**src/rtl/rv32m_fused_mdu_if.sv**
```systemverilog
// rv32m_fused_mdu_if: issue/result bundle between EX control and the fused multiply/divide unit.
interface rv32m_fused_mdu_if;
  logic        start;
  logic [2:0]  func3;
  logic [31:0] a;
  logic [31:0] b;
  logic        fuse;
  logic        flush;
  logic        busy;
  logic        done;
  logic [31:0] result;
  logic        fused_hit;
  modport master (output start, func3, a, b, fuse, flush, input busy, done, result, fused_hit);
  modport slave  (input start, func3, a, b, fuse, flush, output busy, done, result, fused_hit);
endinterface

```
**src/rtl/rv32m_fused_mdu.sv**
```systemverilog
// rv32m_fused_mdu: iterative RV32M multiply/divide that buffers the companion result
// (low product word or quotient/remainder) so a fused follow-up op completes in one cycle.
module rv32m_fused_mdu #(
  parameter int XLEN = 32,
  parameter int MUL_STAGES = 2
) (
  input logic clk,
  input logic clrn,
  rv32m_fused_mdu_if.slave m
);
  typedef enum logic [1:0] {IDLE, MUL_BUSY, DIV_BUSY, DIV_FIX} state_t;
  state_t state;
  logic [2:0] f3;
  logic [XLEN-1:0] op_a, op_b, dvs, quo, rem, buf_data, q_fix, r_fix;
  logic [4:0] cnt;
  logic buf_valid, buf_div, buf_sgn, neg_q, neg_r;
  logic hit, a_neg, b_neg, a_sgn, b_sgn, dz, ovf;
  logic [63:0] prod;
  logic [32:0] r_sh, diff;
  always_comb begin
    hit = m.fuse && buf_valid &&
          (m.func3 == 3'b000 ? !buf_div : m.func3[2] && buf_div && buf_sgn == m.func3[0]);
    a_neg = !m.func3[0] && m.a[31];
    b_neg = !m.func3[0] && m.b[31];
    a_sgn = f3 == 3'b001 || f3 == 3'b010;
    b_sgn = f3 == 3'b001;
    prod = {{32{a_sgn && op_a[31]}}, op_a} * {{32{b_sgn && op_b[31]}}, op_b};
    r_sh = {rem, quo[31]};
    diff = r_sh - {1'b0, dvs};
    dz = op_b == '0;
    ovf = !f3[0] && op_a == 32'h8000_0000 && op_b == '1;
    q_fix = dz ? '1 : ovf ? 32'h8000_0000 : neg_q ? -quo : quo;
    r_fix = dz ? op_a : ovf ? '0 : neg_r ? -rem : rem;
  end
  always_ff @(posedge clk or negedge clrn) begin
    if (!clrn) begin
      state <= IDLE;
      m.busy <= 1'b0;
      m.done <= 1'b0;
      m.fused_hit <= 1'b0;
      m.result <= '0;
      buf_valid <= 1'b0;
      buf_data <= '0;
      buf_div <= 1'b0;
      buf_sgn <= 1'b0;
      f3 <= '0;
      op_a <= '0;
      op_b <= '0;
      dvs <= '0;
      quo <= '0;
      rem <= '0;
      cnt <= '0;
      neg_q <= 1'b0;
      neg_r <= 1'b0;
    end else begin
      m.done <= 1'b0;
      m.fused_hit <= 1'b0;
      if (m.flush) begin
        state <= IDLE;
        m.busy <= 1'b0;
        buf_valid <= 1'b0;
      end else begin
        case (state)
          IDLE: if (m.start) begin
            if (hit) begin
              m.result <= buf_data;
              m.done <= 1'b1;
              m.fused_hit <= 1'b1;
            end else begin
              // divider operands are loaded as magnitudes; signs are restored in DIV_FIX
              f3 <= m.func3;
              op_a <= m.a;
              op_b <= m.b;
              dvs <= b_neg ? -m.b : m.b;
              quo <= a_neg ? -m.a : m.a;
              rem <= '0;
              neg_q <= a_neg ^ b_neg;
              neg_r <= a_neg;
              cnt <= '0;
              buf_valid <= 1'b0;
              m.busy <= 1'b1;
              state <= m.func3[2] ? DIV_BUSY : MUL_BUSY;
            end
          end
          MUL_BUSY: begin
            cnt <= cnt + 5'd1;
            if (cnt == 5'(MUL_STAGES - 1)) begin
              state <= IDLE;
              m.busy <= 1'b0;
              m.done <= 1'b1;
              m.result <= f3[1:0] == 2'b00 ? prod[31:0] : prod[63:32];
              buf_data <= prod[31:0];
              buf_valid <= f3[1:0] != 2'b00;
              buf_div <= 1'b0;
            end
          end
          DIV_BUSY: begin
            cnt <= cnt + 5'd1;
            rem <= diff[32] ? r_sh[31:0] : diff[31:0];
            quo <= {quo[30:0], !diff[32]};
            if (cnt == 5'd31) state <= DIV_FIX;
          end
          DIV_FIX: begin
            state <= IDLE;
            m.busy <= 1'b0;
            m.done <= 1'b1;
            m.result <= f3[1] ? r_fix : q_fix;
            buf_data <= f3[1] ? q_fix : r_fix;
            buf_valid <= 1'b1;
            buf_div <= 1'b1;
            buf_sgn <= f3[0];
          end
          default: state <= IDLE;
        endcase
      end
    end
  end
endmodule

```
**src/flat_wrapper.sv**
```systemverilog
// flat-port wrapper written by rule: the top's interface ports become plain ports
module rv32m_fused_mdu_flat 
#(
  parameter int XLEN = 32,
  parameter int MUL_STAGES = 2
)
  (clk, clrn, m_start, m_func3, m_a, m_b, m_fuse, m_flush, m_busy, m_done, m_result, m_fused_hit);
  rv32m_fused_mdu_if m_i ();
  input logic clk;
  input logic clrn;
  input wire logic [$bits(m_i.start)-1:0] m_start;
  input wire logic [$bits(m_i.func3)-1:0] m_func3;
  input wire logic [$bits(m_i.a)-1:0] m_a;
  input wire logic [$bits(m_i.b)-1:0] m_b;
  input wire logic [$bits(m_i.fuse)-1:0] m_fuse;
  input wire logic [$bits(m_i.flush)-1:0] m_flush;
  output wire logic [$bits(m_i.busy)-1:0] m_busy;
  output wire logic [$bits(m_i.done)-1:0] m_done;
  output wire logic [$bits(m_i.result)-1:0] m_result;
  output wire logic [$bits(m_i.fused_hit)-1:0] m_fused_hit;
  assign m_i.start = m_start;
  assign m_i.func3 = m_func3;
  assign m_i.a = m_a;
  assign m_i.b = m_b;
  assign m_i.fuse = m_fuse;
  assign m_i.flush = m_flush;
  assign m_busy = m_i.busy;
  assign m_done = m_i.done;
  assign m_result = m_i.result;
  assign m_fused_hit = m_i.fused_hit;
  rv32m_fused_mdu #(.XLEN(XLEN), .MUL_STAGES(MUL_STAGES)) u_core (.clk(clk), .clrn(clrn), .m(m_i));
endmodule
```
**config.mk**
```make
export PLATFORM = sky130hd
export DESIGN_NAME = rv32m_fused_mdu_flat
export DESIGN_NICKNAME = d
export VERILOG_FILES = /design/src/rtl/rv32m_fused_mdu_if.sv /design/src/rtl/rv32m_fused_mdu.sv /design/src/flat_wrapper.sv
export SDC_FILE = /design/constraint.sdc
export NUM_CORES = 2
export LEC_CHECK = 0
export BUFFER_PORTS_ARGS = -buffer_cell sky130_fd_sc_hd__buf_2
export CAP_MARGIN = 15
export CORE_ASPECT_RATIO = 0.6
export CORE_MARGIN = 2
export CORE_UTILIZATION = 65
export CTS_BUF_LIST = sky130_fd_sc_hd__clkbuf_8
export DETAILED_ROUTE_END_ITERATION = 6
export PLACE_DENSITY_LB_ADDON = 0.15
export REMOVE_ABC_BUFFERS = 1
export SLEW_MARGIN = 0
export SYNTH_ARGS = -nofsm -noshare
export SYNTH_HDL_FRONTEND = slang
export SYNTH_SLANG_ARGS = --single-unit
```
**constraint.sdc**
```tcl
create_clock -name clk -period 15.1 [get_ports clk]
set_clock_uncertainty 0.2 [all_clocks]
set_input_delay 0.755 -clock clk [delete_from_list [all_inputs] [get_ports clk]]
set_output_delay 0.755 -clock clk [all_outputs]
set_load 0.01 [all_outputs]
```
== After elaboration in Yosys (flattened, before gate mapping) ==
Cells that the tools add are included.
Widths: inputs -> output; s select.

* Flip-flop bits (word level): 242
* Bits in latches: 0
* RAM bits: 0
* ROM bits: 0
* Logic and storage cells: 133
* Memories kept: 0

* Add/sub/neg operators: 6
* Multipliers: 1
* Divide/modulo/power cells: 0
* $lt $le $gt $ge: 0
* Eq/ne operators: 18
* Shifts and indexed selects: 0
* Muxes and demuxes: 53
* Bitwise gates (word level): 3
* Reductions and logical operators: 34

{| class="wikitable"
|+ Operator list
! operator !! number
|-
| $mux 32 || 20
|-
| $pmux 32 s2 || 3
|-
| $neg 32->32 || 4
|-
| $pmux 32 s3 || 1
|-
| $eq 32x32->1 const B || 2
|-
| $mul 33x33->64 || 1
|-
| $sub 33x32->33 || 1
|-
| $logic_not 32->1 || 1
|-
| $reduce_and 4->1 || 5
|-
| $mux 1 || 15
|-
| $mux 2 || 6
|-
| $logic_and 1x1->1 || 10
|-
| $mux 5 || 2
|-
| $pmux 5 s2 || 1
|-
| $pmux 1 s3 || 3
|-
| $pmux 2 s4 || 1
|-
| $reduce_bool 2->1 || 4
|-
| $ne 3x2->1 const B || 2
|-
| $ne 3x3->1 const B || 2
|-
| $add 5x1->5 const B || 1
|-
| $eq 5x1->1 const B || 1
|-
| $eq 5x5->1 const B || 1
|-
| $reduce_and 5->1 || 1
|-
| $eq 2x2->1 const B || 2
|-
| 18 further kinds || 25
|}

== Depth between registers and ports, before layout ==
* Word-level depth: 8
* Mapped depth: 33
* Gate-level depth less buffers: 30

== Worst setup path before layout ==
Ideal clock, no wire load.

* Path type: register to register
* From: register u_core.f3[1]
* To: register u_core.m.result[31]
* Setup time: 0.071 ns
* Arrival time: 8.581 ns
* Data required time: 14.829 ns
* Path slack: 6.248 ns
* Cell stages (with the launch flop): 32
* Clock period less this slack: 8.852 ns
* Cells stage by stage: dfrtp_1 clkbuf_1 xnor2_1 nor2_1 and2_0 clkbuf_1 nand2_1 fa_1 fa_1 inv_1 fa_1 inv_1 fa_1 inv_1 fa_1 fa_1 fa_1 inv_1 fa_1 inv_1 ha_1 clkbuf_1 a21o_1 a21o_1 a21o_1 a21o_1 a21oi_1 o21ai_0 o21ai_1 a21boi_0 or3_1 nand4_1

* Word-level cells in the longest chain between the ends: 7
* Elaborated cells between the ends (all ways): 11
* Those cells by class: mul: 1; eq/ne: 2; mux: 4; reduce/logical: 4

{| class="wikitable"
|+ Ends and longest elaborated chain
! item !! line !! RTL
|-
| from (decl) || rv32m_fused_mdu.sv:13 || <nowiki>logic [2:0] f3;</nowiki>
|-
| from (signal assigned) || rv32m_fused_mdu.sv:71 || <nowiki>f3 <= m.func3;</nowiki>
|-
| $eq 3x1->1 / $eq 3x2->1 (equally long branches) || rv32m_fused_mdu.sv:25, rv32m_fused_mdu.sv:26 ||
|-
| $logic_or 1x1->1 || rv32m_fused_mdu.sv:25 || <nowiki>a_sgn = f3 == 3'b001 || f3 == 3'b010;</nowiki>
|-
| $logic_and 1x1->1 || rv32m_fused_mdu.sv:27 || <nowiki>prod = {{32{a_sgn && op_a[31]}}, op_a} * {{32{b_sgn && op_b[31]}}, op_b};</nowiki>
|-
| $mul 33x33->64 || rv32m_fused_mdu.sv:27 ||
|-
| $mux 32 || rv32m_fused_mdu.sv:91 || <nowiki>m.result <= f3[1:0] == 2'b00 ? prod[31:0] : prod[63:32];</nowiki>
|-
| $mux 32 || rv32m_fused_mdu.sv:87 || <nowiki>if (cnt == 5'(MUL_STAGES - 1)) begin</nowiki>
|-
| $pmux 32 s3 (*) || rv32m_fused_mdu.sv:63 || <nowiki>case (state)</nowiki>
|-
| to (signal assigned) || rv32m_fused_mdu.sv:66 || <nowiki>m.result <= buf_data;</nowiki>
|-
| to (signal assigned) || rv32m_fused_mdu.sv:91 ||
|-
| to (signal assigned) || rv32m_fused_mdu.sv:107 || <nowiki>m.result <= f3[1] ? r_fix : q_fix;</nowiki>
|-
| to (decl) || rv32m_fused_mdu_if.sv:14 || <nowiki>modport slave (input start, func3, a, b, fuse, flush, output busy, done, result, fused_hit);</nowiki>
|}

Every way passes the cells marked *; elsewhere a longest branch is shown, timed or not. The select of a mux whose other input is x is not followed.
A chain may end at the register's enable or synchronous reset.

== Final worst setup path ==
Ends and elaborated chain as after synthesis.

==> results.md <==
- **fin util** 67.9%
- **top cell type's share of synthesized area** 41.2%
- **critical path's most frequent cell** fa_1
- **# port buffers** 106
- **clock latency reported for the late side of the worst-skew pair** 600 ps
- **number of buffers on the longest clock path** 3
- **antenna violations before repair** 3
- **path depth of the worst reg2reg path** 33
- **Cell variety after synth** 91
- **largest net degree at the start of global routing** 127
- **PostCTS Resize Cnt** 0
- **total standard cell area after synthesis** 54700 um^2
- **required time of the worst setup path** 15430 ps
- **post-detailed-route via-to-cell ratio** 6.03
- **Period minus WS final** 10460 ps
- **number of failing hold endpoints at the final stage** 0
- **Max Clk Rate** 95.6 MHz
- **Worst Path Buf+Inv** 10
- **Site Rows** 82
- **I/O pin cnt** 107
- **number of sinks driven by the clock tree** 241
- **number of buffers added to fix hold violations after cts** 0
- **vias in the first global route** 45200
- **drt wl/cell** 22.9 um
- **Final nets** 7596
- **cell with the largest stage delay on the worst path** fa_1
- **largest area contributor in the synthesized netlist** fa_1
- **proportion of synthesized flip-flops having asynchronous set or reset** 100%
- **Congestion Overflow GR** 0
- **First DRT Iteration DRCs** 4802
- **CP startpoint kind** register
- **Worst-path clk slew** 60 ps
- **clock tree from TritonCTS** built
- **classification of the worst setup path** reg -> reg
- **Synthesis Warnings** 0
- **proportion of layout cells with a drive suffix above 1** 6.11%
- **most frequent cell after synthesis** inv_1
- **Worst Slack Setup Final** 4640 ps
- **family with the most delay on the worst path** adder cells
- **CP startpoint** u_core.f3[1]$_DFFE_PN0P_
- **overall routed net length** 167 mm
- **Inserted Clock Buffers** 41
- **fin. max-slew vios** 0
- **clock root cell** clkbuf_8
- **number of synthesized register bits** 241
- **pre-CTS worst setup slack** 4770 ps
- **initial standard-cell utilization of the core** 65.6%
- **wire length of the first global-routing pass** 263 mm
- **number of buffers inserted to repair setup after CTS** 0
- **destination of the worst register-to-register timing path** u_core.m.result[31]$_DFFE_PN0P_
- **violated checks** design-rule violations
- **HPWL after detailed placement** 128 mm
- **die span in y** 229 um
- **outcome** complete, but fails checks
- **commonest register cell after synthesis** dfrtp_1
- **count of vias placed by the detailed router** 44100
- **worst setup slack for register-to-register paths** 4640 ps
- **Worst setup EP type** register
- **post-synthesis sequential area ratio** 11.0%
- **Placeable Area** 83400 um^2
- **Pre-Repair DR Iteration Count** 7
- **final sum of negative setup slack** 0 ps
- **startpoint of the most critical register-to-register path** u_core.f3[1]$_DFFE_PN0P_
- **number of endpoints failing setup at the final stage** 0
- **cell types with the largest area share after synthesis** fa_1, dfrtp_1, inv_1
- **count of H-tree levels built during CTS** 2
- **antenna viol nets, final** 0
- **path class of the lowest-slack min-delay path** in -> async
- **post-route DRC violation count** 7
- **unrepaired setup endpoints after global routing** false
- **number of synthesized flops with an enable pin** 0
- **area growth from synthesis to layout** 3.53%
- **top post-synthesis cells by count** inv_1, fa_1, nand2_1, clkbuf_1, and2_1
- **Post-Synthesis Cells** 6310
- **total global-route track usage** 40.0%
- **maximum cell stage delay along the critical path** 820 ps
- **endpoint arrival time on the critical path** 10790 ps
- **final worst path period share** 69.3%
- **max capacitance violation total** 0
- **Post-Syn Area per Cell** 8.67 um^2
- **area of the die** 86600 um^2
- **routability congestion estimate from global placement** 0.987
- **Rel. slew slack** 24.5%
- **Least-Margin Pin Slew** 1130 ps
- **die outline width** 379 um
- **CP max FO** 74
-- worst max path at each step --
stage	cells past startpoint	to	slack [ps]
global placement	33	u_core.m.result[31]$_DFFE_PN0P_	4980
finish	33	u_core.m.result[31]$_DFFE_PN0P_	4640
CTS	33	u_core.m.result[31]$_DFFE_PN0P_	4760
detailed placement	33	u_core.m.result[31]$_DFFE_PN0P_	4770
global route	33	u_core.m.result[31]$_DFFE_PN0P_	4180
floorplan	4	u_core.dvs[0]$_DFFE_PN0P_	4990
-- cell type report --
type | count | area [um^2]
Antenna cell | 3 | 7.51
Sequential cell | 241 | 6040
Fill cell | 6853 | 26800
Inverter | 1247 | 4680
Timing Repair Buffer | 203 | 1270
Clock buffer | 48 | 661
Clock inverter | 22 | 95.1
Tap cell | 1134 | 1420
Multi-Input combinational cell | 4409 | 42500
-- state kept, by name, indices dropped and copies added, names as in the netlist, 2 cells and up --
signal,cells
u_core.cnt,5
u_core.quo,32
u_core.f3,3
u_core.dvs,32
u_core.state,2
u_core.op_b,31
u_core.buf_data,32
u_core.m.result,32
u_core.rem,32
u_core.op_a,32
-- layer usage --
layer  routed length [um]  GRT usage, %  up-vias
met5                  109             0        -
met3                23100          13.3      387
met4                 7740          15.1        2
met1                68900          58.7    22200
li1                     -             -    19000
met2                67400          55.1     2556
-- per-stage QoR --
step	area (um^2)	instances	hold WS (ps)
detailed placement	55900	7232	280
global placement	55900	7232	274
global route	56600	7305	171
floorplan	53100	5897	259
finish	56600	7307	79.3
CTS	56600	7302	115
-- logic make-up after synthesis --
family                   after synthesis  share of synthesized area (%)
buffers and inverters               1660                           11.4
adder cells (fa/ha/maj)             1381                           47.0
AND/OR/NAND/NOR                     1872                           15.7
flip-flops                           241                           11.0
multiplexers                          93                           1.86
XOR/XNOR                             206                           3.30
AO/OA/AOI/OAI                        857                           9.70
-- layout by cell type, fill, tap and decap left out, types with 106 or more instances in the layout --
| master | instances |
|---|---|
| fa_1 | 1126 |
| ha_1 | 253 |
| nand2_1 | 983 |
| buf_2 | 106 |
| o21ai_0 | 237 |
| a21oi_1 | 280 |
| and2_1 | 308 |
| xor2_1 | 106 |
| inv_1 | 1261 |
| nor2_1 | 282 |
| dfrtp_1 | 236 |
Power is left out: the tool's default activity adds up to more than one toggle a clock period on the data nets, which glitch-free logic cannot reach.
